## src/rtl/seq_divider.sv

```systemverilog
// seq_divider: sequential 8-bit by 4-bit restoring divider started on a falling edge of start
module seq_divider (
  input  logic       clk,
  input  logic       rst,
  input  logic [7:0] src1,
  input  logic [3:0] src2,
  input  logic       start,
  output logic [7:0] quotient,
  output logic [3:0] remainder,
  output logic       valid,
  output logic       busy,
  output logic       div_by_zero
);
  typedef enum logic [1:0] {IDLE, CALC, DONE} state_t;
  state_t     r_state, w_next;
  logic       r_start_d, r_dz;
  logic [7:0] r_dividend, r_quot;
  logic [3:0] r_divisor, r_rem;
  logic [2:0] r_cnt;
  logic       w_start_edge, w_accept, w_done, w_qbit;
  logic [4:0] w_t, w_diff;
  logic [3:0] w_rem_next;
  assign w_start_edge = !start & r_start_d;
  assign w_accept     = (r_state == IDLE) & w_start_edge;
  assign w_done       = (r_state == CALC) & (r_dz | (r_cnt == 3'd0));
  assign w_t          = {r_rem, r_dividend[r_cnt]};
  assign w_diff       = w_t - {1'b0, r_divisor};
  assign w_qbit       = w_t >= {1'b0, r_divisor};
  assign w_rem_next   = w_qbit ? w_diff[3:0] : w_t[3:0];
  // state register
  always_ff @(posedge clk) begin
    if (!rst) r_state <= IDLE;
    else      r_state <= w_next;
  end
  // next state and status outputs; the divide-by-zero path spends one CALC cycle before DONE
  always_comb begin
    w_next = r_state;
    valid  = 1'b0;
    busy   = 1'b0;
    w_next = (r_state == IDLE) ? (w_accept ? CALC : IDLE) :
             (r_state == CALC) ? (w_done ? DONE : CALC) : IDLE;
    valid  = r_state == DONE;
    busy   = r_state != IDLE;
  end
  // edge detect, operand capture, one quotient bit per cycle, and result registers
  always_ff @(posedge clk) begin
    if (!rst) begin
      r_start_d   <= 1'b0;
      r_dz        <= 1'b0;
      r_dividend  <= '0;
      r_divisor   <= '0;
      r_rem       <= '0;
      r_quot      <= '0;
      r_cnt       <= '0;
      quotient    <= '0;
      remainder   <= '0;
      div_by_zero <= 1'b0;
    end else begin
      r_start_d <= start;
      if (w_accept) begin
        r_dividend <= src1;
        r_divisor  <= src2;
        r_rem      <= '0;
        r_quot     <= '0;
        r_cnt      <= 3'd7;
        r_dz       <= src2 == 4'd0;
      end else if (r_state == CALC && !r_dz) begin
        r_rem  <= w_rem_next;
        r_quot <= {r_quot[6:0], w_qbit};
        r_cnt  <= r_cnt - 3'd1;
      end
      if (w_done) begin
        quotient    <= r_dz ? 8'hFF : {r_quot[6:0], w_qbit};
        remainder   <= r_dz ? r_dividend[3:0] : w_rem_next;
        div_by_zero <= r_dz;
      end
    end
  end
endmodule

```

## config.mk

```make
export PLATFORM = sky130hd
export DESIGN_NAME = seq_divider
export DESIGN_NICKNAME = d
export VERILOG_FILES = /design/src/rtl/seq_divider.sv
export SDC_FILE = /design/constraint.sdc
export NUM_CORES = 1
export LEC_CHECK = 0
export BUFFER_PORTS_ARGS = -buffer_cell sky130_fd_sc_hd__buf_4
export CORE_AREA = 2 2 69 71
export CTS_CLUSTER_DIAMETER = 150
export DETAILED_ROUTE_END_ITERATION = 7
export DIE_AREA = 0 0 71 73
export HOLD_SLACK_MARGIN = 0.06
export SYNTH_ARGS = -nofsm -noshare
export SYNTH_HDL_FRONTEND = slang
export SYNTH_SLANG_ARGS = --single-unit
```

## constraint.sdc

```tcl
create_clock -name clk -period 3.6 [get_ports clk]
set_clock_uncertainty 0.05 [all_clocks]
set_input_delay 0.18 -clock clk [delete_from_list [all_inputs] [get_ports clk]]
set_output_delay 0.18 -clock clk [all_outputs]
set_load 0.02 [all_outputs]
```

# --- After elaboration in Yosys (flattened, before gate mapping) ---
# Index checks and enable logic that the tools add are counted.
classes:
  shifts: 0
  n_mux: 11
  div_mod_pow: 0
  addsub: 2
  mul: 0
  n_lt_le_gt_ge: 2
  n_eq_ne: 2
  bitwise: 5
  n_reduce_logical: 9
op_table:
  columns: ["operator", "count"]
  rows:
  - ["two-way mux 4 bit", 2]
  - ["two-way mux 8 bit", 1]
  - ["two-way mux 2 bit", 3]
  - ["two-way mux 3 bit", 2]
  - ["greater-or-equal comparator 5 x 4 -> 1 bit", 1]
  - ["logical NOT 4 bit", 1]
  - ["less-than comparator 3 x 4 -> 1 bit (second input constant)", 1]
  - ["nonzero test 2 bit", 2]
  - ["subtractor 4 bit", 1]
  - ["bitwise AND 1 bit", 3]
  - ["binary-select mux 1 bit (select 3 bit)", 1]
  - ["logical NOT 3 bit", 1]
  - ["subtractor 3 x 1 -> 3 bit (second input constant)", 1]
  - ["== test 2 x 1 -> 1 bit (second input constant)", 1]
  - ["== test 2 bit (second input constant)", 1]
  - ["logical NOT 1 bit", 2]
  - ["logical NOT 2 bit", 1]
  - ["two-way mux 1 bit", 2]
  - ["OR reduction 2 bit", 1]
  - ["logical AND 1 bit", 1]
  - ["inverter 1 bit", 1]
  - ["OR 1 bit", 1]
word_totals:
  ramBits: 0
  n_memories: 0
  register_bits: 43
  latchBits: 0
  romBits: 0

# --- Depth between registers and ports, before layout ---
depth:
  word_depth: 6
  depth_mapped: 8

# --- Worst setup path before layout ---
# Ideal clock, no wire load.
synth_path:
  kind: "reg2reg"
  startpoint: "reg r_cnt[0]"
  endpoint: "reg quotient[0]"
  required_ps: 3431
  t_arrival_ps: 2182
  n_path_buf: 0
  stages_incl_launch_ff: 9
  setup_slack_ps: 1249
  cell_sequence: "dfxtp_1 mux4_1 mux2i_4 ha_1 nand4_1 nand2_1 nor2_1 a31oi_1 o221a_2"
synth_via:
  elab_chain_cells: 4
synth_rtl:
  columns: ["item", "line_no", "text"]
  rows:
  - ["from (decl)", "19", "logic [2:0] r_cnt;"]
  - ["from (signal assigned)", "70", "r_cnt <= r_cnt - 3'd1;"]
  - ["binary-select mux 1 bit (select 3 bit)", "26", "assign w_t = {r_rem, r_dividend[r_cnt]};"]
  - ["two-way mux 1 bit (not written as such)", "26", null]
  - ["greater-or-equal comparator 5 x 4 -> 1 bit", "28", "assign w_qbit = w_t >= {1'b0, r_divisor};"]
  - ["two-way mux 8 bit", "73", "quotient <= r_dz ? 8'hFF : {r_quot[6:0], w_qbit};"]
  - ["to (signal assigned)", "73", null]
  - ["to (decl)", "8", "output logic [7:0] quotient,"]
# Parallel ways exist; a longest one is shown, timed or not. The select of a mux whose other input is x is not followed.
# A chain may end at the register's enable or synchronous reset.

# --- Worst setup path after layout ---
layout_path:
  startpoint: "reg r_cnt[0]"
  endpoint: "reg r_rem[1]"
layout_via:
  elab_chain_cells: 4
layout_rtl:
  columns: ["item", "line_no", "text"]
  rows:
  - ["binary-select mux 1 bit (select 3 bit) (*)", "26", null]
  - ["two-way mux 1 bit (not written as such) (*)", "26", null]
  - ["subtractor 4 bit or greater-or-equal comparator 5 x 4 -> 1 bit (tied branches)", "27, 28", null]
  - ["two-way mux 4 bit (*)", "29", "assign w_rem_next = w_qbit ? w_diff[3:0] : w_t[3:0];"]
  - ["to (signal assigned)", "68", "r_rem <= w_rem_next;"]
  - ["to (decl)", "18", "logic [3:0] r_divisor, r_rem;"]
# Every way passes the cells marked *; elsewhere a longest branch is shown, timed or not. The select of a mux whose other input is x is not followed.

==> results.md <==
- The flow ran to the end, and the final reports show no timing, DRC or antenna violations.
- The area enclosed by the die boundary is just over 5000 sq um.
- The worst voltage drop across the vdd grid is between 0.0002 and 0.00025 V.
- The aggregate negative setup slack is 0 ns.
- The capturing point of the worst reg2reg path is r_rem[1].
- The post-detailed-route DRC marker count is 0.
- The final-report setup violation count is 0.
- At the placement stage, the worst setup path has a slack of 0.996 ns.
- The worst setup path is launched from a flop.
- Among all stages on the critical path, the largest delay is contributed by sky130_fd_sc_hd__mux4_1.
- The clock drives between 40 and 50 sinks.
- The number of hold buffers added after CTS was 1.
- The headroom to the max-slew limit is between 40% and 50%.
- The hold violation total from the final report is 0.
- Synthesis inferred 43 register bits.
- The number of warnings printed during yosys synthesis is 0.
- The site row count is 25.
- The largest single stage delay on the critical path is between 0.6 and 0.7 ns.
- The placed instances occupy a cell area of 2170 sq um.
- The synthesized design devotes to its leading area cell type 44.2% of total area.
- The I/O pin count is 30.
- Including well taps, the total number of placed cells is ~300.
- After floorplanning, the core was sized to cover between 4000 and 5000 sq um.
- The number of different library cells used by synthesis comes to 45.
- The number of clock buffers inserted by TritonCTS is 5.
- Clock-pin slew was measured on the worst setup and hold paths at 0.09 ns.
- The leading register cell type out of synthesis is sky130_fd_sc_hd__dfxtp_1.
- The critical path goes through mux4_1 > mux2i_4 > ha_1 > nand4_1 > nand2_1 > nor2_1 > mux2i_1 > a211oi_1.
- The initial antenna violation count is 0.
- The async set or reset register ratio after synthesis is 0%.
- In this run, synthesis inferred 0 flip-flops with an integrated enable.
- The initial utilization of the core area, before any placement, comes to between 40 and 50%.
- The path class of the tightest hold or removal check is in2reg.
- The final weighted congestion of routability-driven global placement is ~0.9.
- The residual overflow from global routing is 0.
- Of all cell types, the one taking the most synthesized area is sky130_fd_sc_hd__dfxtp_1.
- In the post-route analysis, the smallest setup slack over all paths is between 0.9 and 1 ns.
- In the final layout, the share of cells above drive strength 1 is between 10% and 20%.
- The half-perimeter wire length after placement is roughly 2900 um.
- Across every metal layer, demand over resource in global routing totals around 17%.
- The average instance area after synthesis is 8.76 sq um.
- The number of inserted filler cells in the final layout is 459.
- The worst register-to-register path has a setup slack of between 0.9 and 1 ns.
- After layout, the design draws a total of slightly above 0.9 mW.
- For the finished layout, the period the worst path requires is between 2 and 3 ns.
- After synthesis, the cell types taking the most area are sky130_fd_sc_hd__dfxtp_1, sky130_fd_sc_hd__nand2_1, sky130_fd_sc_hd__a21boi_1.
- The number of nets with antenna violations after detailed routing is 0.
- After layout, the worst path uses 72.3% of the clock period.
- The first-pass GRT wire length is 6820 um.
- Summing all non-filler instances in the final layout gives an area of ~2300 sq um.
- The finished layout holds ~300 standard cells, fillers aside.
- TritonCTS built the clock tree.
- Summed over all cells, the static leakage comes to roughly 0.85 nW.
- The post-CTS repair timing setup buffer count is 0.
- Entering global routing, the biggest net connects 26 pins.
- The startpoint of the most critical register-to-register path is r_cnt[0].
- The number of port buffers is 29.
- Cells fill 50.1% of the core in the end.
- The worst hold path begins at src1[2].
- The net count of the mapped netlist is 244.
- STA classifies the critical path endpoint as a flop.
- Based on the critical path, the design can be clocked at up to roughly 380 MHz.
- Along the worst hold path, the cell count comes to 3.
- In this run the deepest clock path goes through 2 buffers.
- Relative to the synthesized area, the layout overhead comes to 16.8%.
- The routed via count is ~1,500.
- Setup repair after global routing left no endpoint under its margin.
- The clock tree synthesis step divided the H-tree into 2 levels.
- 0 antenna diodes ended up in the layout.
- The sequential share of the synthesized area is roughly 44%.
- After detailed routing, the average wire length per cell comes to about 13 um.
- The most repeated cell in the gate-level netlist after synthesis is sky130_fd_sc_hd__nand2_1.
- The tool flagged a number of max-cap violations equal to 0.
- After synthesis, the most frequently instantiated cells are sky130_fd_sc_hd__nand2_1, sky130_fd_sc_hd__dfxtp_1, sky130_fd_sc_hd__nor2_1, sky130_fd_sc_hd__a21boi_1, sky130_fd_sc_hd__o21ai_0.
- The clock latency at the later pin of the worst-skew pair is 0.30 ns.
- Dividing the detail-routed via count by the number of cells gives ~5.
- For the pin with the worst max-slew slack, the measured transition is between 0.8 and 0.9 ns.
- The top fanout value on the critical path is 4.
- The net count reported at finish is 270.
- The worst hold path terminates at r_dividend[2].
- Dividing total power by cell area gives a power density of 409 nW/um^2.
- The required arrival time at the worst endpoint is around 3.7 ns.
- The post-cts resize count is 0.
- The routed wire length is just over 4000 um.
- The number of pins with negative max-slew slack in the final report was 0.
- The area of the mapped netlist is a little under 2000 sq um.
- For the worst flop-to-flop path, the logic depth is 8.
- Data on the critical path arrives at its endpoint at between 2 and 3 ns.
- The number of DRC markers in iteration 0 is around 110.
- The cell count after synthesis came out at between 200 and 250.
- The via count of the first global-routing pass was ~1,400.
- The first-pass detailed-route iteration total is 4.
- The die is around 73 um tall.
- The die extent in x is between 70 and 80 um.
- The critical path in this run is classified as reg2reg.
- CTS placed an instance of sky130_fd_sc_hd__clkbuf_8 at the clock tree root.
- On the final layout, the worst hold slack is around 0.072 ns.
==> cell type report <==
cell class	instances	area, sq um	area share (%)
multi-input cells	160	988	43.5
clock inverters	3	25.0	1.10
repair buffers	31	235	10.4
inverters	7	26.3	1.16
flip-flops and latches	43	861	37.9
well taps	54	67.6	2.97
clock buffers	5	68.8	3.03
==> state kept, by name, summed over array words and instances (netlist names) <==
register,count
quotient,8
r_state,2
remainder,4
r_quot,7
r_cnt,3
r_dividend,8
r_start_d,1
div_by_zero,1
r_rem,4
r_dz,1
r_divisor,4
==> power breakdown <==
part	leakage, nW	switching (mW)	internal (mW)
combinational	0.461	0.0643	0.0520
sequential	0.348	0.0105	0.487
clock	0.0443	0.176	0.139
total	0.853	0.251	0.678
==> kinds of logic (layout without fill, tap and decap cells) <==
family	count (synthesis)	count (layout)	synth area share, %
fa+ha+maj	7	7	4.89
buf+inv	19	46	4.95
simple gates	91	91	21.3
compound gates	55	55	18.9
mux	4	4	4.37
flops	43	43	44.2
xor+xnor	3	3	1.35
==> critical path, delay by kind of cell (launching register included) <==
family                     cells  cell delay [ns]
muxes                          3             1.10
and+or+nand+nor                3             0.55
DFF                            1             0.42
adders and majority gates      1             0.26
AOI/OAI and AO/OA              1             0.11
==> metal layers <==
layer,global-route usage (%),vias to the layer above,wire [um]
met4,6.92,0,63
li1,-,813,-
met2,25.8,35,1780
met1,23.6,689,2060
met5,0,-,0
met3,4.28,6,156
==> how the worst max path moves through the flow <==
stage,start,end
global route,r_cnt[0],r_rem[1]
CTS,r_cnt[0],r_rem[1]
floorplan,r_cnt[0],quotient[0]
detailed placement,r_cnt[0],r_rem[1]
finish,r_cnt[0],r_rem[1]
global placement,r_cnt[0],quotient[0]
==> cells in the final DEF, fill, tap and decap left out, types with 2 or more instances in the layout <==
cell type	netlist	final
sky130_fd_sc_hd__a211oi_1	2	2
sky130_fd_sc_hd__a21boi_0	4	4
sky130_fd_sc_hd__a21boi_1	12	12
sky130_fd_sc_hd__a21oi_1	9	9
sky130_fd_sc_hd__a32oi_1	4	4
sky130_fd_sc_hd__and2_1	4	4
sky130_fd_sc_hd__buf_4	2	30
sky130_fd_sc_hd__clkbuf_8	0	5
sky130_fd_sc_hd__clkinv_4	0	2
sky130_fd_sc_hd__dfxtp_1	43	43
sky130_fd_sc_hd__ha_1	6	6
sky130_fd_sc_hd__inv_1	7	7
sky130_fd_sc_hd__mux4_1	2	2
sky130_fd_sc_hd__nand2_1	53	53
sky130_fd_sc_hd__nand2b_1	2	2
sky130_fd_sc_hd__nand3_1	2	2
sky130_fd_sc_hd__nand4_1	2	2
sky130_fd_sc_hd__nor2_1	16	16
sky130_fd_sc_hd__nor2b_1	3	3
sky130_fd_sc_hd__o21a_1	2	2
sky130_fd_sc_hd__o21ai_0	10	10
sky130_fd_sc_hd__o21ai_1	4	4
sky130_fd_sc_hd__xor2_1	2	2
(Power assumes the default switching activity.)
